--- src/rtl/matmul_sequencer.sv ---
// matmul_sequencer
//   Control FSM and local storage for the UART matrix-multiply path.
//   The sequencer accepts a byte stream of M, N, P, then A (M x N, row-major),
//   then B (N x P, row-major). It computes C = A x B with one multiply-accumulate
//   per cycle and returns C row-major, three bytes per entry, MSB first, using
//   the transmitter's busy handshake. If a dimension is out of range, it pulses
//   err and sends ERR_BYTE instead.
//
// Ports
//   clk       system clock (rising edge)
//   rst       asynchronous active-high reset
//   rx_data   received byte, valid while rx_valid=1
//   rx_valid  one-cycle strobe per received byte
//   tx_busy   transmitter busy flag
//   tx_data   byte to transmit, held from tx_start until tx_busy falls
//   tx_start  one-cycle transmit request
//   busy      high in every state except IDLE
//   done      one-cycle pulse when the last result byte has completed
//   err       one-cycle pulse when a dimension is rejected
module matmul_sequencer #(
  parameter int unsigned MAX_M    = 4,
  parameter int unsigned MAX_N    = 4,
  parameter int unsigned MAX_P    = 4,
  parameter logic [7:0]  ERR_BYTE = 8'hEE
) (
  input  logic       clk,
  input  logic       rst,
  input  logic [7:0] rx_data,
  input  logic       rx_valid,
  input  logic       tx_busy,
  output logic [7:0] tx_data,
  output logic       tx_start,
  output logic       busy,
  output logic       done,
  output logic       err
);

  localparam int MW = (MAX_M > 1) ? $clog2(MAX_M) : 1;
  localparam int NW = (MAX_N > 1) ? $clog2(MAX_N) : 1;
  localparam int PW = (MAX_P > 1) ? $clog2(MAX_P) : 1;

  typedef enum logic [3:0] {
    S_IDLE, S_GET_N, S_GET_P, S_LOAD_A, S_LOAD_B, S_COMPUTE,
    S_SEND, S_WAIT_HI, S_WAIT_LO, S_ERR_SEND, S_ERR_WAIT_HI, S_ERR_WAIT_LO
  } state_e;

  state_e          state_q, state_d;
  logic [7:0]      m_q, m_d, n_q, n_d;
  logic [MW-1:0]   m_last_q, m_last_d, i_q, i_d;
  logic [NW-1:0]   n_last_q, n_last_d, k_q, k_d;
  logic [PW-1:0]   p_last_q, p_last_d, j_q, j_d;
  logic [1:0]      b_q, b_d;
  logic [23:0]     acc_q, acc_d;
  logic [7:0]      tx_data_q, tx_data_d;
  logic            tx_start_q, tx_start_d, done_q, done_d, err_q, err_d;
  logic            a_we, b_we, c_we;

  logic [7:0]  a_mem [MAX_M][MAX_N];
  logic [7:0]  b_mem [MAX_N][MAX_P];
  logic [23:0] c_mem [MAX_M][MAX_P];

  // Datapath: A and B are addressed by (i,k) and (k,j) during loading and during compute.
  // C is addressed by (i,j) during compute and during send.
  logic [15:0] prod;
  logic [23:0] mac_sum, c_word;
  logic [7:0]  c_byte;
  logic        i_last, j_last, k_last, dims_ok;

  assign prod    = {8'd0, a_mem[i_q][k_q]} * {8'd0, b_mem[k_q][j_q]};
  assign mac_sum = ((k_q == '0) ? 24'd0 : acc_q) + {8'd0, prod};
  assign c_word  = c_mem[i_q][j_q];
  assign i_last  = (i_q == m_last_q);
  assign j_last  = (j_q == p_last_q);
  assign k_last  = (k_q == n_last_q);

  // The check uses the full received byte. The indices therefore never see an out-of-range value.
  assign dims_ok = (m_q != 8'd0) && (m_q <= 8'(MAX_M)) &&
                   (n_q != 8'd0) && (n_q <= 8'(MAX_N)) &&
                   (rx_data != 8'd0) && (rx_data <= 8'(MAX_P));

  always_comb begin
    case (b_q)
      2'd0:    c_byte = c_word[23:16];
      2'd1:    c_byte = c_word[15:8];
      default: c_byte = c_word[7:0];
    endcase
  end

  always_comb begin
    // NOTE: every signal gets a default first, so no path through the case leaves one unassigned (no latches).
    state_d    = state_q;
    m_d        = m_q;
    n_d        = n_q;
    m_last_d   = m_last_q;
    n_last_d   = n_last_q;
    p_last_d   = p_last_q;
    i_d        = i_q;
    j_d        = j_q;
    k_d        = k_q;
    b_d        = b_q;
    acc_d      = acc_q;
    tx_data_d  = tx_data_q;
    tx_start_d = 1'b0;
    done_d     = 1'b0;
    err_d      = 1'b0;
    a_we       = 1'b0;
    b_we       = 1'b0;
    c_we       = 1'b0;

    case (state_q)
      S_IDLE: if (rx_valid) begin
        m_d     = rx_data;
        state_d = S_GET_N;
      end
      S_GET_N: if (rx_valid) begin
        n_d     = rx_data;
        state_d = S_GET_P;
      end
      S_GET_P: if (rx_valid) begin
        if (dims_ok) begin
          m_last_d = MW'(m_q - 8'd1);
          n_last_d = NW'(n_q - 8'd1);
          p_last_d = PW'(rx_data - 8'd1);
          i_d      = '0;
          j_d      = '0;
          k_d      = '0;
          state_d  = S_LOAD_A;
        end else begin
          err_d    = 1'b1;
          state_d  = S_ERR_SEND;
        end
      end
      S_LOAD_A: if (rx_valid) begin
        a_we = 1'b1;
        if (!k_last) k_d = k_q + NW'(1);
        else begin
          k_d = '0;
          if (!i_last) i_d = i_q + MW'(1);
          else begin
            i_d     = '0;
            state_d = S_LOAD_B;
          end
        end
      end
      S_LOAD_B: if (rx_valid) begin
        b_we = 1'b1;
        if (!j_last) j_d = j_q + PW'(1);
        else begin
          j_d = '0;
          if (!k_last) k_d = k_q + NW'(1);
          else begin
            k_d     = '0;
            state_d = S_COMPUTE;
          end
        end
      end
      S_COMPUTE: begin
        // Loop order is i, then j, then k, with k innermost. C[i][j] is written on the last k.
        acc_d = mac_sum;
        if (!k_last) k_d = k_q + NW'(1);
        else begin
          c_we = 1'b1;
          k_d  = '0;
          if (!j_last) j_d = j_q + PW'(1);
          else begin
            j_d = '0;
            if (!i_last) i_d = i_q + MW'(1);
            else begin
              i_d     = '0;
              b_d     = 2'd0;
              state_d = S_SEND;
            end
          end
        end
      end
      S_SEND: if (!tx_busy) begin
        tx_data_d  = c_byte;
        tx_start_d = 1'b1;
        state_d    = S_WAIT_HI;
      end
      S_WAIT_HI: if (tx_busy) state_d = S_WAIT_LO;
      S_WAIT_LO: if (!tx_busy) begin
        state_d = S_SEND;
        if (b_q != 2'd2) b_d = b_q + 2'd1;
        else begin
          b_d = 2'd0;
          if (!j_last) j_d = j_q + PW'(1);
          else begin
            j_d = '0;
            if (!i_last) i_d = i_q + MW'(1);
            else begin
              i_d     = '0;
              done_d  = 1'b1;
              state_d = S_IDLE;
            end
          end
        end
      end
      S_ERR_SEND: if (!tx_busy) begin
        tx_data_d  = ERR_BYTE;
        tx_start_d = 1'b1;
        state_d    = S_ERR_WAIT_HI;
      end
      S_ERR_WAIT_HI: if (tx_busy)  state_d = S_ERR_WAIT_LO;
      S_ERR_WAIT_LO: if (!tx_busy) state_d = S_IDLE;
      default: state_d = S_IDLE;
    endcase
  end

  // NOTE: sequential state uses non-blocking assignments, so every flop samples pre-edge values.
  always_ff @(posedge clk or posedge rst) begin
    if (rst) begin
      state_q    <= S_IDLE;
      m_q        <= '0;
      n_q        <= '0;
      m_last_q   <= '0;
      n_last_q   <= '0;
      p_last_q   <= '0;
      i_q        <= '0;
      j_q        <= '0;
      k_q        <= '0;
      b_q        <= '0;
      acc_q      <= '0;
      tx_data_q  <= '0;
      tx_start_q <= 1'b0;
      done_q     <= 1'b0;
      err_q      <= 1'b0;
    end else begin
      state_q    <= state_d;
      m_q        <= m_d;
      n_q        <= n_d;
      m_last_q   <= m_last_d;
      n_last_q   <= n_last_d;
      p_last_q   <= p_last_d;
      i_q        <= i_d;
      j_q        <= j_d;
      k_q        <= k_d;
      b_q        <= b_d;
      acc_q      <= acc_d;
      tx_data_q  <= tx_data_d;
      tx_start_q <= tx_start_d;
      done_q     <= done_d;
      err_q      <= err_d;
    end
  end

  // NOTE: the matrix storage has no reset. Every entry is written before it is read within a frame,
  // so the storage can map onto plain RAM or register files.
  always_ff @(posedge clk) begin
    if (a_we) a_mem[i_q][k_q] <= rx_data;
    if (b_we) b_mem[k_q][j_q] <= rx_data;
    if (c_we) c_mem[i_q][j_q] <= mac_sum;
  end

  assign tx_data  = tx_data_q;
  assign tx_start = tx_start_q;
  assign done     = done_q;
  assign err      = err_q;
  assign busy     = (state_q != S_IDLE);

endmodule

--- config.mk ---
export PLATFORM = sky130hd
export DESIGN_NAME = matmul_sequencer
export DESIGN_NICKNAME = d
export VERILOG_FILES = /design/src/rtl/matmul_sequencer.sv
export SDC_FILE = /design/constraint.sdc
export NUM_CORES = 1
export LEC_CHECK = 0
export CELL_PAD_IN_SITES_DETAIL_PLACEMENT = 0
export CELL_PAD_IN_SITES_GLOBAL_PLACEMENT = 1
export CORE_MARGIN = 1.5
export CORE_UTILIZATION = 45
export DETAILED_ROUTE_END_ITERATION = 6
export PLACE_DENSITY = 0.67
export SYNTH_ARGS = -nofsm -noshare
export SYNTH_HDL_FRONTEND = slang
export SYNTH_SLANG_ARGS = --single-unit
export TNS_END_PERCENT = 20
--- constraint.sdc ---
create_clock -name clk -period 6.99 [get_ports clk]
set_input_delay 1.7475 -clock clk [delete_from_list [all_inputs] [get_ports clk]]
set_output_delay 1.7475 -clock clk [all_outputs]
set_load 0.02 [all_outputs]
# After elaboration in Yosys (flattened, before gate mapping)
# Memories as Yosys holds them, arrays and structs flattened.
# Index checks and enable logic that the tools add are counted.
[op_classes] n_mul=1 muxes=91 n_addsub=8 reduce_logical=29 bitwise=2 n_eq_ne=36 n_lt_le_gt_ge=7
[op_table] op="24-bit two-way mux" n=4
[op_table] op="96-bit two-way mux" n=1
[op_table] op="4-bit two-way mux" n=19
[op_table] op="32-bit two-way mux" n=2
[op_table] op="8-bit two-way mux" n=8
[op_table] op="24-bit binary-select mux with 2-bit select" n=1
[op_table] op="24-bit demux with 2-bit select" n=1
[op_table] op="4-bit case mux with 12 select lines" n=1
[op_table] op="2-bit two-way mux" n=23
[op_table] op="2-bit != test, second input constant" n=21
[op_table] op="8-bit binary-select mux with 2-bit select" n=2
[op_table] op="8-bit demux with 2-bit select" n=2
[op_table] op="8-bit case mux with 2 select lines" n=2
[op_table] op="24-bit by 16-bit adder with 24-bit output" n=1
[op_table] op="8-bit by 3-bit less-or-equal comparator with 1-bit output, second input constant" n=3
[op_table] op="2-bit case mux with 4 select lines" n=3
[op_table] op="8-bit nonzero test" n=3
[op_table] op="1-bit two-way mux" n=18
[op_table] op="18-bit AND reduction" n=1
[op_table] op="4-bit by 3-bit == test with 1-bit output, second input constant" n=4
[op_table] op="4-bit == test, second input constant" n=4
[op_table] op="8-bit by 8-bit multiplier with 16-bit output" n=1
[op_table] op="4-bit nonzero test" n=4
[op_table] op="3-bit two-way mux" n=3
[op_table] op="other kinds (21)" n=42
[word_totals] memories=3 output_inout_bits=12 reg_bits=69 ramBits=640 in_bits=12
[memory_table] name="c_mem" depth=4 word_bits=96 read_ports=1 rd_clocked_by_memory_dff=0 write_ports=1 line="60" source="logic [23:0] c_mem [MAX_M][MAX_P];"
[memory_table] name="a_mem" depth=4 word_bits=32 read_ports=1 rd_clocked_by_memory_dff=0 write_ports=1 line="58" source="logic [7:0] a_mem [MAX_M][MAX_N];"
[memory_table] name="b_mem" depth=4 word_bits=32 read_ports=1 rd_clocked_by_memory_dff=0 write_ports=1 line="59" source="logic [7:0] b_mem [MAX_N][MAX_P];"

# Longest topological paths before layout
[logic_depth] depth_word=9 mapped_depth=25 depth_no_buf=21

# Least setup slack after synthesis
# OpenSTA, ideal clock, no wires.
[synth_path] path_type="reg2reg" from="register k_q[1]" to="memory c_mem[0][22] (netlist bit) (data pin)" setup_slack_ps=781 period_less_slack_ps=6209 path_buffers=2 t_required_ps=6693 arrival_time_ps=5912 path_stages_with_launch=21 path_cell_list="dfrtp_1 buf_2 clkbuf_1 mux4_2 mux4_2 and2_1 fa_1 inv_1 fa_1 inv_1 fa_1 inv_1 fa_1 inv_1 ha_1 o211a_1 a211oi_2 nor3_1 a41oi_2 nand2b_1 xnor2_1"
[synth_via] elab_chain_cells=6
[synth_lines] element="start: declaration" line="50" source="logic [NW-1:0] n_last_q, n_last_d, k_q, k_d;"
[synth_lines] element="start signal: assignment" line="237" source="k_q <= k_d;"
[synth_lines] element="memory 4 x 32 bit or 2-bit inverter with 3-bit output (tied branches)"
[synth_lines] element="8-bit binary-select mux with 2-bit select" line="69" source="assign prod = {8'd0, a_mem[i_q][k_q]} * {8'd0, b_mem[k_q][j_q]};"
[synth_lines] element="8-bit two-way mux (not written as such) (2 in series)" line="69"
[synth_lines] element="8-bit by 8-bit multiplier with 16-bit output" line="69"
[synth_lines] element="24-bit by 16-bit adder with 24-bit output *" line="70" source="assign mac_sum = ((k_q == '0) ? 24'd0 : acc_q) + {8'd0, prod};"
[synth_lines] element="via mac_sum[22]" line="65" source="logic [23:0] mac_sum, c_word;"
[synth_lines] element="end: declaration" line="60"
# The timed path passes the listed nets; every way through them passes the cells marked *. The select of a mux whose other input is x is not followed.

# Final worst setup path
[layout_path] from="register i_q[0]" to="memory c_mem[2][47] (netlist bit) (data pin)"
[layout_via] elab_chain_cells=6
[layout_lines] element="start: declaration" line="49" source="logic [MW-1:0] m_last_q, m_last_d, i_q, i_d;"
[layout_lines] element="start signal: assignment" line="235" source="i_q <= i_d;"
[layout_lines] element="memory 4 x 32 bit"
[layout_lines] element="8-bit binary-select mux with 2-bit select" line="69"
[layout_lines] element="8-bit two-way mux (not written as such) (2 in series)" line="69"
[layout_lines] element="8-bit by 8-bit multiplier with 16-bit output" line="69"
[layout_lines] element="24-bit by 16-bit adder with 24-bit output" line="70"
[layout_lines] element="via mac_sum[23]" line="65"
# The timed path passes the listed nets, and every way through them passes these cells. The select of a mux whose other input is x is not followed.

==> flow_summary.yaml <==
detailed_routing:
  firstDrtPassIters: 5
  avgViaCountPerCell: 5.72
  wl_mm: 74.5
  vias: 16214
  ant_nets: 0
  wl_per_cell_um: 26.3
  dr.first_iter.drc_count: 1299
  drc_errors: 0
logic_synthesis:
  synth_top_family_by_area: "multiplexers"
  ys_types: 68
  yosys_register_bits: 709
  ys.flop_type: "edfxtp_1"
  yosys_warnings: 0
  syn_area_mm2: 0.0310
  synth-simple-area-share_pct: 5.55
  synth_fp_nets: 1917
  synth_mux_area_share_pct: 13.9
  async_flop_share_pct: 9.73
  yosysSeqAreaShare_pct: 67.5
  synth_xor_area_share_pct: 0.782
  synth-edff-count: 640
  syn_inst: 1799
  syn_avg_cell_area_um2: 17.3
  synth_compound_area_share_pct: 3.92
  synth_fa_ha_area_share_pct: 5.48
global_routing:
  grt_antenna_before_repair: 0
  grt_pass1_vias: 16815
  grt_overflow: 0
  grt_max_degree: 63
  grt_pass1_wl_mm: 111
  grt_usage_pct: 21.7
sta:
  period_share_pct: 93.7
  drv_slew: 0
  max-slew-margin-rel_pct: 10.9
  setup-tns-final_ns: 0
  skew_ns: 0.0223
  worstMarginPinSlew_ns: 1.33
  setup_viol: 0
  rsz0062_at_grt: "no"
  fmax_mhz: 153
  period_needed_ns: 6.55
  final_hold_viol_count: 0
placed_design:
  gp_congestion: 0.821
  io_buffers: 23
  dpl.hpwl_mm: 45.9
hold_path:
  hold_class: "register to register"
worst_setup_path:
  cp-start-kind: "register"
  path_max_fanout: 19
  end_kind: "register"
  crit_required_ns: 7.28
  cp.arrival_ns: 6.84
  critPathKind: "register to register"
die:
  core.rowCount: 96
  io-pin-count: 24
  core_mm2: 0.0685
  die_area_mm2: 0.0706
  die_h_um: 266
  die_width_um: 266
  initial_utilization_pct: 45.3
finish:
  fillers: 5594
  drive_above_1_share_pct: 19.2
  nets: 2012
  diodes: 0
  area_growth_pct: 12.8
clocking:
  clock_latency_ns: 0.63
  cts-htree-levels: 3
  cts_sinks: 709
  cts_root_buf: "clkbuf_16"
  cts_buffer_depth: 3
  cts_tree: "yes"
  numCtsBuffers: 75
  cts_resized: 0
  postCtsHoldBufs: 0
  path_clk_slew_ns: 0.06
  cts_setup_buffers: 0
flow_run:
  cap_violations: 0
outcome:
  status: "finished, final reports clean"
## stage by stage
stage	area [um2]	worst slack (ns)	utilization, %	hold slack, ns	instances
after floorplan	31000	0.781	-	0.431	1799
after global placement	32500	0.245	47.4	0.449	2699
after detailed placement	32500	0.156	47.4	0.457	2699
after CTS	35000	0.150	51.1	0.469	2836
after global routing	35000	0.151	51.1	0.491	2836
final	35000	0.438	51.1	0.465	2836
## worst max-delay path, stage by stage (launching register included)
cell	delay [ns]
dfrtp_4	0.52
buf_12	0.23
mux4_2	0.53
mux4_2	0.63
and2_1	0.21
fa_1	0.50
fa_1	0.50
fa_1	0.50
inv_1	0.05
fa_1	0.48
inv_1	0.04
ha_1	0.28
buf_4	0.13
o211ai_1	0.10
a21oi_2	0.17
o21ai_1	0.13
a31o_1	0.25
a211oi_2	0.33
nand3_1	0.13
mux2_1	0.51
## layer usage
layer | routed length (um) | track usage, % | part of all wire [%] | vias to the layer above
li1 | - | - | - | 7177
met1 | 32000 | 29.4 | 43 | 8486
met2 | 36900 | 36.2 | 50 | 434
met3 | 3360 | 3.05 | 4.5 | 117
met4 | 2240 | 7.77 | 3.0 | 0
met5 | 0 | 0 | 0 | -
## registers in the layout (all words and copies together) (netlist names), 2 cells and up
name,count
c_mem,384
j_q,2
tx_data,8
b_q,2
n_q,8
n_last_q,2
b_mem,128
m_last_q,2
p_last_q,2
acc_q,24
a_mem,128
state_q,4
i_q,2
m_q,8
k_q,2
## area by class of cell
type	instances	area [um2]	area share, %
inverter	113	425	1.22
clock buffer	99	2080	5.94
timing repair buffer	88	781	2.23
clock inverter	38	409	1.17
multi-input combinational	907	9250	26.4
tap	882	1100	3.15
sequential	709	21000	59.9
## cells in the final DEF, fill, tap and decap left out, types with 37 or more instances in the layout
| master | n |
|---|---|
| a21oi_1 | 48 |
| and2_1 | 40 |
| and3_1 | 46 |
| buf_4 | 60 |
| clkbuf_16 | 78 |
| dfrtp_1 | 66 |
| edfxtp_1 | 640 |
| fa_1 | 50 |
| ha_1 | 56 |
| inv_1 | 108 |
| mux2i_1 | 87 |
| mux4_2 | 140 |
| nand2_1 | 114 |
| nand3_1 | 37 |
## final timing paths
path	startpoint	to	slack (ns)	depth (start not counted)
max in group asynchronous	rst	i_q[0]	4.29	3
setup / recovery	i_q[0]	c_mem[2][47]	0.44	19
setup reg to reg	i_q[0]	c_mem[2][47]	0.44	19
hold reg to reg	acc_q[12]	acc_q[12]	0.46	2
hold / removal	acc_q[12]	acc_q[12]	0.46	2
min in group asynchronous	rst	tx_start	1.48	2
## logic make-up after synthesis
kind of cell,after synthesis
xor gates and xnor gates,26
and+or+nand+nor,342
muxes,253
buffers and inverters,183
adders and majority gates,106
DFF,709
AOI/OAI and AO/OA,180
## synthesized netlist by cell type (all sizes together) (7+ instances only)
cell / n / share of area, %
buf: 48 / 1.3
o21ai: 30 / 0.48
o22ai: 12 / 0.24
and3: 50 / 1.0
and2: 40 / 0.81
nand3: 37 / 0.60
inv: 112 / 1.4
a22oi: 30 / 0.73
nand4: 9 / 0.18
nand2b: 9 / 0.18
ha: 56 / 2.3
nand2: 114 / 1.4
mux2: 26 / 0.94
xnor2: 23 / 0.70
mux4: 140 / 10
dfrtp: 69 / 5.6
fa: 50 / 3.2
o22a: 7 / 0.20
nor2b: 15 / 0.30
a21oi: 50 / 0.83
a22o: 8 / 0.23
mux2i: 87 / 2.8
nor2: 39 / 0.51
nor3: 17 / 0.29
clkbuf: 22 / 0.27
edfxtp: 640 / 62
Power is left out: the tool's default activity adds up to more than one toggle a clock period on the data nets, which glitch-free logic cannot reach.
